File: src/rtl/uart_receiver.sv
// uart_receiver: 8N1 UART receiver for the SOC IO page.
// The rx line is synchronized, each bit is sampled at its middle using one
// cycle counter, bytes are assembled LSB first and buffered for the CPU.
// Build option UART_RX_FIFO_EN: when defined the buffer is a FIFO_DEPTH-entry
// first-word-fall-through FIFO; when undefined a single holding register is
// used and FIFO_DEPTH has no effect on the buffer.
module uart_receiver #(
    parameter int clk_freq_hz = 25000000,
    parameter int baud_rate   = 115200,
    parameter int FIFO_DEPTH  = 8
) (
    input  logic       clk,
    input  logic       resetn,
    input  logic       i_rx,
    input  logic       i_ready,
    input  logic       i_clr_err,
    output logic [7:0] o_data,
    output logic       o_valid,
    output logic       o_busy,
    output logic       o_frame_err,
    output logic       o_overrun
);

    localparam int DIV   = clk_freq_hz / baud_rate;
    localparam int HALF  = DIV / 2;
    localparam int CNT_W = (DIV > 2) ? $clog2(DIV) : 1;
    localparam logic [CNT_W-1:0] CNT_HALF_END = CNT_W'(HALF - 1);
    localparam logic [CNT_W-1:0] CNT_BIT_END  = CNT_W'(DIV - 1);
    localparam logic [CNT_W-1:0] CNT_ONE      = CNT_W'(1);

    localparam logic [2:0] ST_IDLE  = 3'd0;
    localparam logic [2:0] ST_START = 3'd1;
    localparam logic [2:0] ST_DATA  = 3'd2;
    localparam logic [2:0] ST_STOP  = 3'd3;
    localparam logic [2:0] ST_BREAK = 3'd4;

    if (FIFO_DEPTH < 2 || (FIFO_DEPTH & (FIFO_DEPTH - 1)) != 0) begin : g_bad_depth
        $error("uart_receiver: FIFO_DEPTH must be a power of two and at least 2");
    end

    logic             rx_meta_q, rx_meta_d, rx_s_q, rx_s_d;
    logic [2:0]       state_q, state_d;
    logic [CNT_W-1:0] cnt_q, cnt_d;
    logic [2:0]       bit_idx_q, bit_idx_d;
    logic [7:0]       shift_q, shift_d;
    logic             frame_err_q, frame_err_d, overrun_q, overrun_d;
    logic             push, frame_set, pop, ovr_set;

    // Two-flop synchronizer for the asynchronous rx line (idles high).
    always_comb begin
        rx_meta_d = i_rx;
        rx_s_d    = rx_meta_q;
    end

    // Synchronizer flops reset to the idle line level.
    always_ff @(posedge clk or negedge resetn) begin
        if (!resetn) begin
            rx_meta_q <= 1'b1;
            rx_s_q    <= 1'b1;
        end else begin
            rx_meta_q <= rx_meta_d;
            rx_s_q    <= rx_s_d;
        end
    end

    // Frame state machine: half-bit check of the start bit, then full-bit steps.
    always_comb begin
        state_d   = state_q;
        cnt_d     = cnt_q;
        bit_idx_d = bit_idx_q;
        shift_d   = shift_q;
        push      = 1'b0;
        frame_set = 1'b0;
        case (state_q)
            ST_IDLE: begin
                if (!rx_s_q) begin
                    cnt_d   = '0;
                    state_d = ST_START;
                end
            end
            ST_START: begin
                if (cnt_q == CNT_HALF_END) begin
                    cnt_d = '0;
                    if (rx_s_q) begin
                        state_d = ST_IDLE;
                    end else begin
                        bit_idx_d = 3'd0;
                        state_d   = ST_DATA;
                    end
                end else begin
                    cnt_d = cnt_q + CNT_ONE;
                end
            end
            ST_DATA: begin
                if (cnt_q == CNT_BIT_END) begin
                    cnt_d     = '0;
                    shift_d   = {rx_s_q, shift_q[7:1]};
                    bit_idx_d = bit_idx_q + 3'd1;
                    if (bit_idx_q == 3'd7) state_d = ST_STOP;
                end else begin
                    cnt_d = cnt_q + CNT_ONE;
                end
            end
            ST_STOP: begin
                if (cnt_q == CNT_BIT_END) begin
                    cnt_d = '0;
                    if (rx_s_q) begin
                        push    = 1'b1;
                        state_d = ST_IDLE;
                    end else begin
                        frame_set = 1'b1;
                        state_d   = ST_BREAK;
                    end
                end else begin
                    cnt_d = cnt_q + CNT_ONE;
                end
            end
            ST_BREAK: begin
                // A line held low must go high again before a new start is accepted.
                if (rx_s_q) state_d = ST_IDLE;
            end
            default: state_d = ST_IDLE;
        endcase
    end

    // Receiver state registers; a reset mid-frame abandons the partial byte.
    always_ff @(posedge clk or negedge resetn) begin
        if (!resetn) begin
            state_q   <= ST_IDLE;
            cnt_q     <= '0;
            bit_idx_q <= 3'd0;
            shift_q   <= 8'h00;
        end else begin
            state_q   <= state_d;
            cnt_q     <= cnt_d;
            bit_idx_q <= bit_idx_d;
            shift_q   <= shift_d;
        end
    end

`ifdef UART_RX_FIFO_EN
    localparam int AW = $clog2(FIFO_DEPTH);
    localparam logic [AW-1:0] PTR_ONE  = AW'(1);
    localparam logic [AW:0]   OCC_ONE  = (AW + 1)'(1);
    localparam logic [AW:0]   FULL_OCC = (AW + 1)'(FIFO_DEPTH);

    logic [7:0]    mem_q [FIFO_DEPTH];
    logic [AW-1:0] wr_ptr_q, wr_ptr_d, rd_ptr_q, rd_ptr_d;
    logic [AW:0]   count_q, count_d;
    logic          fifo_full, wr_en;

    // FIFO control: a full FIFO still accepts a push when a pop frees a slot.
    always_comb begin
        fifo_full = (count_q == FULL_OCC);
        pop       = (count_q != '0) && i_ready;
        wr_en     = push && (!fifo_full || pop);
        ovr_set   = push && fifo_full && !pop;
        wr_ptr_d  = wr_en ? wr_ptr_q + PTR_ONE : wr_ptr_q;
        rd_ptr_d  = pop ? rd_ptr_q + PTR_ONE : rd_ptr_q;
        count_d   = count_q;
        if (wr_en && !pop) count_d = count_q + OCC_ONE;
        else if (pop && !wr_en) count_d = count_q - OCC_ONE;
    end

    // FIFO pointers and occupancy.
    always_ff @(posedge clk or negedge resetn) begin
        if (!resetn) begin
            wr_ptr_q <= '0;
            rd_ptr_q <= '0;
            count_q  <= '0;
        end else begin
            wr_ptr_q <= wr_ptr_d;
            rd_ptr_q <= rd_ptr_d;
            count_q  <= count_d;
        end
    end

    // FIFO storage; contents are only observable while the entry is occupied.
    always_ff @(posedge clk) begin
        if (wr_en) mem_q[wr_ptr_q] <= shift_q;
    end

    assign o_valid = (count_q != '0);
    assign o_data  = o_valid ? mem_q[rd_ptr_q] : 8'h00;
`else
    logic [7:0] hold_q, hold_d;
    logic       full_q, full_d;

    // Holding register: a push while popping replaces the byte, otherwise full drops it.
    always_comb begin
        pop     = full_q && i_ready;
        hold_d  = hold_q;
        full_d  = full_q;
        ovr_set = 1'b0;
        if (push) begin
            if (!full_q || pop) begin
                hold_d = shift_q;
                full_d = 1'b1;
            end else begin
                ovr_set = 1'b1;
            end
        end else if (pop) begin
            full_d = 1'b0;
        end
    end

    // Holding register state.
    always_ff @(posedge clk or negedge resetn) begin
        if (!resetn) begin
            hold_q <= 8'h00;
            full_q <= 1'b0;
        end else begin
            hold_q <= hold_d;
            full_q <= full_d;
        end
    end

    assign o_valid = full_q;
    assign o_data  = hold_q;
`endif

    // Sticky error flags: a set event wins over a simultaneous clear.
    always_comb begin
        frame_err_d = frame_set ? 1'b1 : (i_clr_err ? 1'b0 : frame_err_q);
        overrun_d   = ovr_set   ? 1'b1 : (i_clr_err ? 1'b0 : overrun_q);
    end

    // Sticky error flag registers.
    always_ff @(posedge clk or negedge resetn) begin
        if (!resetn) begin
            frame_err_q <= 1'b0;
            overrun_q   <= 1'b0;
        end else begin
            frame_err_q <= frame_err_d;
            overrun_q   <= overrun_d;
        end
    end

    assign o_busy      = (state_q != ST_IDLE);
    assign o_frame_err = frame_err_q;
    assign o_overrun   = overrun_q;

endmodule
File: config.mk
export PLATFORM = sky130hd
export DESIGN_NAME = uart_receiver
export DESIGN_NICKNAME = d
export VERILOG_FILES = /design/src/rtl/uart_receiver.sv
export SDC_FILE = /design/constraint.sdc
export NUM_CORES = 1
export LEC_CHECK = 0
export ABC_CLOCK_PERIOD_IN_PS = 1800
export BUFFER_PORTS_ARGS = -buffer_cell sky130_fd_sc_hd__buf_4
export CAP_MARGIN = 20
export CORE_MARGIN = 10
export CORE_UTILIZATION = 52
export CTS_CLUSTER_SIZE = 12
export DETAILED_ROUTE_END_ITERATION = 10
export HOLD_SLACK_MARGIN = 0.05
export PLACE_DENSITY = 0.75
export SLEW_MARGIN = 25
export SYNTH_ARGS = -nofsm -noshare
export SYNTH_HDL_FRONTEND = slang
export SYNTH_SLANG_ARGS = --single-unit
File: constraint.sdc
create_clock -name clk -period 1.8 [get_ports clk]
set_input_delay 0.36 -clock clk [delete_from_list [all_inputs] [get_ports clk]]
set_output_delay 0.36 -clock clk [all_outputs]
set_load 0.03 [all_outputs]
==> reports/results.tsv <==
stage	metric	value	unit
run_status	status	finished clean	
grt	grt-ovfl-total	0	
routing	antenna_left	0	
place	portBuffers	16	
power_and_ir_drop	ir_drop	0.472	mV
finish	fin_util	0.643	
grt	use_met1	0.133	
timing	slew_viol_final	0	
yosys	synth_edf_count	0	
timing	setup_tns	0	ns
yosys	postSynthAreaPerCell	11.2	sq um
cts	cts.clk_slew.worst_paths	0.09	ns
cts	cts_buffers	5	
timing	rsz0062_at_grt	true	
yosys	yosys_warnings	0	
timing	relSlewSlack	0.712	
cts	clockBufferDepth	2	
place	postPlaceCellArea	1870	sq um
finish	layout_commonest_cell	dfrtp_1	
grt	globalRouteMet3Util	0.0420	
floorplan	ioPinCount	17	
finish	num-nets-final	186	
grt	grt_use_total	0.120	
routing	vias_per_cell	5.39	
routing	avgRoutedWirePerCell	14.9	um
power_and_ir_drop	leakage	0.943	nW
routing	drt_wl_total	3300	um
finish	final-instance-count-excl-fill	222	
floorplan	coreArea	3080	sq um
timing	fin_crit	1.75	ns
hold_path	whs_path_depth	1	
finish	area_delta_synth_final	17.2	%
grt	antenna_found_initial	0	
worst_setup_path	cp_max_fo	8	
grt	busiest_layer	met2	
timing	finalHoldViolCount	0	
hold_path	hold_class	in -> reg	
timing	setup_viol	0	
finish	multi_input_area	758	sq um
worst_setup_path	required	2.02	ns
floorplan	initial_core_util	0.548	
finish	mostFrequentLayoutCells	dfrtp_1 (33), nand2_1 (23), buf_4 (22)	
yosys	ys.flop_type	dfrtp_1	
worst_setup_path	ff2ff_setup_slack	0.05	ns
cts	cts_tree	done	
yosys	synth_top_area_frac	0.489	
finish	fill_cells	259	
routing	via_count	1197	
cts	insertion_delay	0.34	ns
finish	drive_above_1_share	0.303	
timing	skew	0.0117	ns
finish	regArea	878	sq um
yosys	syn_nets	160	
cts	cts_htree_levels	2	
yosys	syn_inst	151	
timing	setup_ws	0.0540	ns
worst_setup_path	worstSetupStartpointType	flop	
place	dp.cells	211	
grt	grt_pass1_wl	5830	um
flow_run	maxCapViolations	0	
worst_setup_path	worstSetupEndpointType	flop	
timing	finalCritPeriodShare	0.970	
yosys	synth_cell_types	43	
cts	clockRootBuffer	clkbuf_4	
floorplan	row_count	20	
timing	fmax	573	MHz
place	globalplace.congestion	0.878	
finish	finish.instance_area	1980	sq um
timing	worst_pin_slew	0.432	ns
grt	grt_use_met2	0.208	
timing	whs	0.137	ns
place	dpl.hpwl	2460	um
worst_setup_path	reg2reg_depth	6	
yosys	ys_seq_elements	35	
yosys	ys_top_cells_by_area	dfrtp_1 (49%), mux2_4 (7.1%), nand2_1 (5.1%)	
power_and_ir_drop	finalPower	1.29	mW
power_and_ir_drop	p_per_area	654	nW/um^2
floorplan	die_w	77.0	um
finish	antennaDiodeCount	0	
yosys	synth_top_area_cell	dfrtp_1	
worst_setup_path	critPathArrivalTime	1.97	ns
routing	drt_iter0_drc	136	
cts	clock_sinks	35	
floorplan	die_h	77.0	um
floorplan	die_area	5920	sq um
routing	dr.pass1.iters	4	
yosys	postSynth.asyncResetShare	1.00	
worst_setup_path	path_class	reg -> reg	
place	place_ws	0.0258	ns
grt	grt_max_degree	36	
yosys	yosysSeqAreaShare	0.520	
grt	grt_pass1_vias	1231	
routing	drc	0	
yosys	synth_area	1690	sq um
==> worst paths after layout <==
check	startpoint	end
min reg2reg	rx_meta_q	rx_s_q
min in group asynchronous	resetn	shift_q[2]
min	i_rx	rx_meta_q
max reg2reg	cnt_q[1]	o_data[3]
max in group asynchronous	resetn	rx_s_q
max	cnt_q[1]	o_data[3]
==> cell families after synthesis <==
group,after synthesis,share of synthesized area
fa+ha+maj,4,0.0297
flops,35,0.520
buf+inv,11,0.0408
simple gates,56,0.177
mux,16,0.125
compound gates,29,0.107
==> final cells by class <==
type,instances,area share
clock buffer,8,0.0348
inverter,6,0.0114
multi-input combinational,105,0.383
sequential,35,0.444
tap,44,0.0278
timing repair buffer,24,0.0987
==> where the power goes <==
| group | total (mW) | switching [mW] | leakage (nW) | internal, mW |
|---|---|---|---|---|
| registers | 0.793 | 0.00272 | 0.467 | 0.790 |
| logic | 0.0251 | 0.0168 | 0.437 | 0.00822 |
| clock network | 0.476 | 0.247 | 0.0386 | 0.230 |
==> worst max-delay path: stages (launching register included) <==
cell	delay (ns)
dfrtp_1	0.43
inv_2	0.08
ha_4	0.11
and3b_2	0.20
and2_4	0.17
and4_4	0.33
mux2_4	0.32
==> routing by layer <==
metal  routed length (um)  vias to the layer above  share of wire
met5                    0                        -              0
met4                   40                        0          0.012
met3                  143                        5          0.043
met2                 1700                       26           0.51
met1                 1420                      578           0.43
li1                     -                      588              -
==> state kept, by name (all words and copies together) (netlist names) <==
register	count
bit_idx_q	3
cnt_q	8
o_data	8
o_frame_err	1
o_overrun	1
o_valid	1
rx_meta_q	1
rx_s_q	1
shift_q	8
state_q	3
==> repair_timing <==
item / in CTS / in global routing
setup buffers: 0 / 2
hold buffers: 1 / 0
resized for setup: 0 / 5
setup endpoints to repair: 0 / 10
hold endpoints to repair: 33 / 0
==> Yosys cell counts, drive strengths merged (2+ instances only) <==
cell type	n
o22ai	3
inv	6
nor3	3
and4b	2
a21oi	5
buf	4
nand3	3
o21ai	11
nor3b	2
mux2	16
nand2	23
dfrtp	33
o211ai	5
dfstp	2
nor2	9
nand2b	2
ha	4
No activity file was read; power rests on OpenSTA's default activity.
